===== src/rtl/mem_stage_lsu.sv =====
// Memory-stage load/store unit: issues data-memory accesses over a req/ack bus,
// stalls the front end while busy, and registers the write-back fields.
module mem_stage_lsu (
    input  logic        clk,
    input  logic        rst_n,
    input  logic        ex_valid,
    input  logic        mem_read,
    input  logic        mem_write,
    input  logic        mem_to_reg,
    input  logic        reg_write,
    input  logic        jal,
    input  logic        jalr,
    input  logic [2:0]  funct3,
    input  logic [31:0] alu_result,
    input  logic [31:0] store_data,
    input  logic [31:0] pc_plus4,
    input  logic [4:0]  rd_idx,
    output logic        stall,
    output logic        dmem_req,
    output logic        dmem_we,
    output logic [31:0] dmem_addr,
    output logic [31:0] dmem_wdata,
    output logic [3:0]  dmem_be,
    input  logic        dmem_ack,
    input  logic [31:0] dmem_rdata,
    output logic        wb_valid,
    output logic        wb_reg_write,
    output logic [4:0]  wb_rd,
    output logic [31:0] wb_data,
    output logic        misaligned
);

    typedef enum logic {IDLE, BUSY} state_t;
    state_t state;

    logic [31:0] alu_q;
    logic [2:0]  f3_q;
    logic [4:0]  rd_q;
    logic        rw_q;
    logic        m2r_q;

    logic        mem_op;
    logic        mis;
    logic [3:0]  be_n;
    logic [31:0] wdata_n;
    logic [31:0] shifted;
    logic [31:0] load_val;

    assign mem_op = ex_valid & (mem_read | mem_write);

    always_comb begin
        mis = 1'b0;
        if (funct3[1:0] == 2'b01)
            mis = alu_result[0];
        else if (funct3[1:0] == 2'b10)
            mis = |alu_result[1:0];
    end

    always_comb begin
        if (state == BUSY)
            stall = ~dmem_ack;
        else
            stall = mem_op & ~mis;
    end

    // Loads enable all lanes; the load extractor picks the bytes it needs.
    always_comb begin
        be_n    = 4'b1111;
        wdata_n = store_data;
        if (mem_write) begin
            case (funct3[1:0])
                2'b00: begin
                    be_n    = 4'b0001 << alu_result[1:0];
                    wdata_n = {4{store_data[7:0]}};
                end
                2'b01: begin
                    be_n    = 4'b0011 << alu_result[1:0];
                    wdata_n = {2{store_data[15:0]}};
                end
                default: begin
                    be_n    = 4'b1111;
                    wdata_n = store_data;
                end
            endcase
        end
    end

    always_comb begin
        shifted = dmem_rdata >> {alu_q[1:0], 3'b000};
        case (f3_q)
            3'b000:  load_val = {{24{shifted[7]}}, shifted[7:0]};
            3'b001:  load_val = {{16{shifted[15]}}, shifted[15:0]};
            3'b100:  load_val = {24'd0, shifted[7:0]};
            3'b101:  load_val = {16'd0, shifted[15:0]};
            default: load_val = dmem_rdata;
        endcase
    end

    always_ff @(posedge clk or negedge rst_n) begin
        if (!rst_n) begin
            state        <= IDLE;
            dmem_req     <= 1'b0;
            dmem_we      <= 1'b0;
            dmem_addr    <= '0;
            dmem_wdata   <= '0;
            dmem_be      <= '0;
            wb_valid     <= 1'b0;
            wb_reg_write <= 1'b0;
            wb_rd        <= '0;
            wb_data      <= '0;
            misaligned   <= 1'b0;
            alu_q        <= '0;
            f3_q         <= '0;
            rd_q         <= '0;
            rw_q         <= 1'b0;
            m2r_q        <= 1'b0;
        end else begin
            case (state)
                IDLE: begin
                    wb_valid     <= 1'b0;
                    wb_reg_write <= 1'b0;
                    misaligned   <= 1'b0;
                    if (ex_valid && !(mem_read || mem_write)) begin
                        wb_valid     <= 1'b1;
                        wb_rd        <= rd_idx;
                        wb_reg_write <= reg_write;
                        wb_data      <= (jal || jalr) ? pc_plus4 : alu_result;
                    end else if (mem_op && mis) begin
                        misaligned <= 1'b1;
                    end else if (mem_op) begin
                        state      <= BUSY;
                        dmem_req   <= 1'b1;
                        dmem_we    <= mem_write;
                        dmem_addr  <= {alu_result[31:2], 2'b00};
                        dmem_be    <= be_n;
                        dmem_wdata <= wdata_n;
                        alu_q      <= alu_result;
                        f3_q       <= funct3;
                        rd_q       <= rd_idx;
                        rw_q       <= reg_write;
                        m2r_q      <= mem_to_reg;
                    end
                end
                BUSY: begin
                    if (dmem_ack) begin
                        state        <= IDLE;
                        dmem_req     <= 1'b0;
                        wb_valid     <= 1'b1;
                        wb_rd        <= rd_q;
                        wb_reg_write <= rw_q & ~dmem_we;
                        wb_data      <= (!dmem_we && m2r_q) ? load_val : alu_q;
                    end
                end
                default: state <= IDLE;
            endcase
        end
    end

endmodule


===== config.mk =====
export PLATFORM = sky130hd
export DESIGN_NAME = mem_stage_lsu
export DESIGN_NICKNAME = d
export VERILOG_FILES = /design/src/rtl/mem_stage_lsu.sv
export SDC_FILE = /design/constraint.sdc
export NUM_CORES = 1
export LEC_CHECK = 0
export BUFFER_PORTS_ARGS = -buffer_cell sky130_fd_sc_hd__buf_2
export CAP_MARGIN = 20
export CORE_MARGIN = 1.5
export CORE_UTILIZATION = 28
export CTS_CLUSTER_SIZE = 16
export DETAILED_ROUTE_END_ITERATION = 16
export RECOVER_POWER = 50
export SKIP_CTS_REPAIR_TIMING = 1
export SYNTH_ARGS = -nofsm -noshare
export SYNTH_HDL_FRONTEND = slang
export SYNTH_SLANG_ARGS = --single-unit

===== constraint.sdc =====
create_clock -name clk -period 4.39 [get_ports clk]
set_input_delay 0.878 -clock clk [delete_from_list [all_inputs] [get_ports clk]]
set_output_delay 0.878 -clock clk [all_outputs]
set_load 0.02 [all_outputs]

==> run metrics <==
GRT Total Usage 0.187; Die Span X 157 um; final core utilization 0.364; DRC viols 0; Synth top area share 0.453; Max rail drop VDD 0.268 mV; GRT overflow 0; clk slew on worst S/H paths 0.07 ns; routed len/inst 17.4 um; Worst setup SP type input pin; r2r setup slk 1.15 ns; Crit Path Class in -> reg; Final Cycle Share 0.767; hpwl dp 17100 um; total number of vias 6293; Fillers 2500; CTS tree yes; placer congestion estimate 0.803; worst hold path type in -> async; vias per cell 4.79; status complete, but fails checks; CTS max path bufs 2; max-slew violation count 94; Avg Cell Area, Syn 8.61 um^2; Routed WL 22900 um; Seq/Total Area, Yosys 0.453; largest net degree at the start of global routing 79; clk sink count 121; hold slack 0.426 ns; top post-synthesis cells by area dfrtp_1, nand2_1, mux2i_1, a21oi_1, o21ai_0; crit-path max FO 27; core area 23500 um^2; Starting Density 0.285; Fin Clk Skew 0.00805 ns; commonest non-fill, non-tap cell in the layout buf_2; most frequent cells in the layout buf_2, nand2_1, dfrtp_1; IO Pins 257; Fmax 297 MHz; worst setup margin 1.02 ns; H-tree level count 4; R2R Path End wb_data[19]; Nets 1125; crit path DAT 3.62 ns; area leader, netlist dfrtp_1; Worst-Margin Slew 2.08 ns; Max Cap Violations 3; Synth warnings 0; Synth Instances 776; pre-CTS setup slack 1.41 ns; Post-DRT Antenna Nets 0; Area Growth Syn to Fin 27.8%; Synth Cell Area 6680 um^2; Hold Fails Final Rpt 0; Port Buffers 254; antenna violations before repair 3; Cell variety after synth 37; vias in the first global route 6179; minimum clock period 3.37 ns; 1st-pass router iterations 4; Reg2Reg Depth 6; CP Data Required Time 4.64 ns; Clock Root Buffer clkbuf_16; crit end category flip-flop; share of cells above drive strength 1 0.269; CTS Buf Count 17; crit-path cells clkbuf_1 > and2_0 > a21oi_1 > buf_4 > a221oi_1 > a21oi_1 > a21oi_1; most used cell, CP a21oi_1; Leak Pwr 0.00417 uW; PD cells 558 nW/um^2; post-synthesis sequential element count 121; Rows 56; worst r2r src state; RSZ-0062 raised after global routing no; Worst-Skew Late Latency 0.41 ns; Total Neg Setup Slack 0 ns; total power 4770 uW; critical path's slowest cell a21oi_1; number of setup violations in the final report 0; first-pass GRT wire length 34900 um; failing checks capacitance limit, slew limit; Die Y 157 um; relative slew slack -0.384; detailed router's first-iteration violation count 322; critical path's largest stage delay 1.54 ns; Die Area 24800 um^2
cells by family (layout without fill, tap and decap cells):
kind of cell	Yosys count	in the layout	synth area share
flip-flops	121	121	0.453
other	1	5	0.000561
buffers and inverters	119	334	0.0938
multiplexers	71	71	0.108
AO/OA/AOI/OAI	218	218	0.194
AND/OR/NAND/NOR	246	246	0.151
per-stage QoR:
step / std cells / instance area (um^2)
after detailed placement: 1279 / 7990
after CTS: 1311 / 8610
final: 1314 / 8540
after floorplan: 777 / 6690
after global routing: 1311 / 8530
after global placement: 1279 / 7990
cells in the mapped netlist:
| cell type | n |
|---|---|
| and2_1 | 1 |
| dfrtp_1 | 121 |
| nand3_1 | 13 |
| nor3_4 | 1 |
| nor2b_1 | 10 |
| clkinv_1 | 1 |
| nand3b_1 | 1 |
| a221o_1 | 7 |
| mux2_2 | 7 |
| nor2_1 | 41 |
| clkbuf_1 | 12 |
| o21ai_0 | 58 |
| a2111oi_0 | 1 |
| conb_1 | 1 |
| inv_1 | 33 |
| a31oi_1 | 3 |
| nand2_1 | 171 |
| o21ai_1 | 4 |
| a211oi_1 | 2 |
| a22oi_2 | 1 |
| a22o_1 | 1 |
| nor2_2 | 1 |
| mux2i_1 | 64 |
| nand2b_1 | 4 |
| a22oi_1 | 6 |
| a21oi_1 | 100 |
| buf_4 | 37 |
| a21o_1 | 1 |
| nor2_4 | 1 |
| buf_1 | 3 |
| o2bb2ai_2 | 1 |
| buf_2 | 33 |
| a21oi_2 | 2 |
| nor3_1 | 2 |
| o21bai_1 | 2 |
| o221ai_1 | 13 |
| a221oi_1 | 16 |
flip-flops by register name, indices dropped and copies added (netlist names):
name          cells
alu_q            32
rw_q              1
wb_reg_write      1
rd_q              5
f3_q              3
dmem_wdata       32
dmem_be           4
m2r_q             1
dmem_req          1
wb_rd             5
dmem_we           1
state             1
wb_data          32
misaligned        1
wb_valid          1
worst max path at each step:
| stage | startpoint | endpoint | slack (ns) | cells past startpoint |
|---|---|---|---|---|
| 3_5_place_dp | funct3[0] | stall | 1.41 | 6 |
| 5_1_grt | dmem_ack | wb_data[17] | 0.75 | 7 |
| 2_1_floorplan | alu_result[0] | stall | 1.37 | 8 |
| 4_1_cts | funct3[0] | stall | 1.40 | 6 |
| 6_report | dmem_ack | wb_data[19] | 1.02 | 7 |
| 3_3_place_gp | funct3[0] | stall | 1.48 | 6 |
power breakdown:
part           leakage [uW]  switching, uW  internal (uW)  total (uW)
registers           0.00149            251           1440        1690
logic               0.00237           1060            515        1580
clock network      0.000307            576            925        1500
layer usage:
metal | vias up | wire length, um | global-route usage
met3 | 24 | 1810 | 0.0584
met1 | 2972 | 9960 | 0.236
met4 | 2 | 361 | 0.0526
met5 | - | 11 | 0
met2 | 243 | 10700 | 0.306
li1 | 3052 | - | -
cell type report:
| type | count | area, um^2 | area share |
|---|---|---|---|
| flip-flops and latches | 121 | 3030 | 0.355 |
| clock buffers | 18 | 439 | 0.0514 |
| clock inverters | 14 | 186 | 0.0218 |
| repair buffers | 268 | 1320 | 0.154 |
| inverters | 34 | 128 | 0.0149 |
| multi-input cells | 537 | 3040 | 0.356 |
| diodes | 3 | 7.51 | 0.000879 |
| well taps | 319 | 399 | 0.0467 |
worst max-delay path, delay by kind of cell:
kind            cells  cell delay (ns)
compound gates      4             1.84
buf+inv             2             0.67
simple gates        1             0.22
Note: power is estimated with default switching activity, not from simulation.
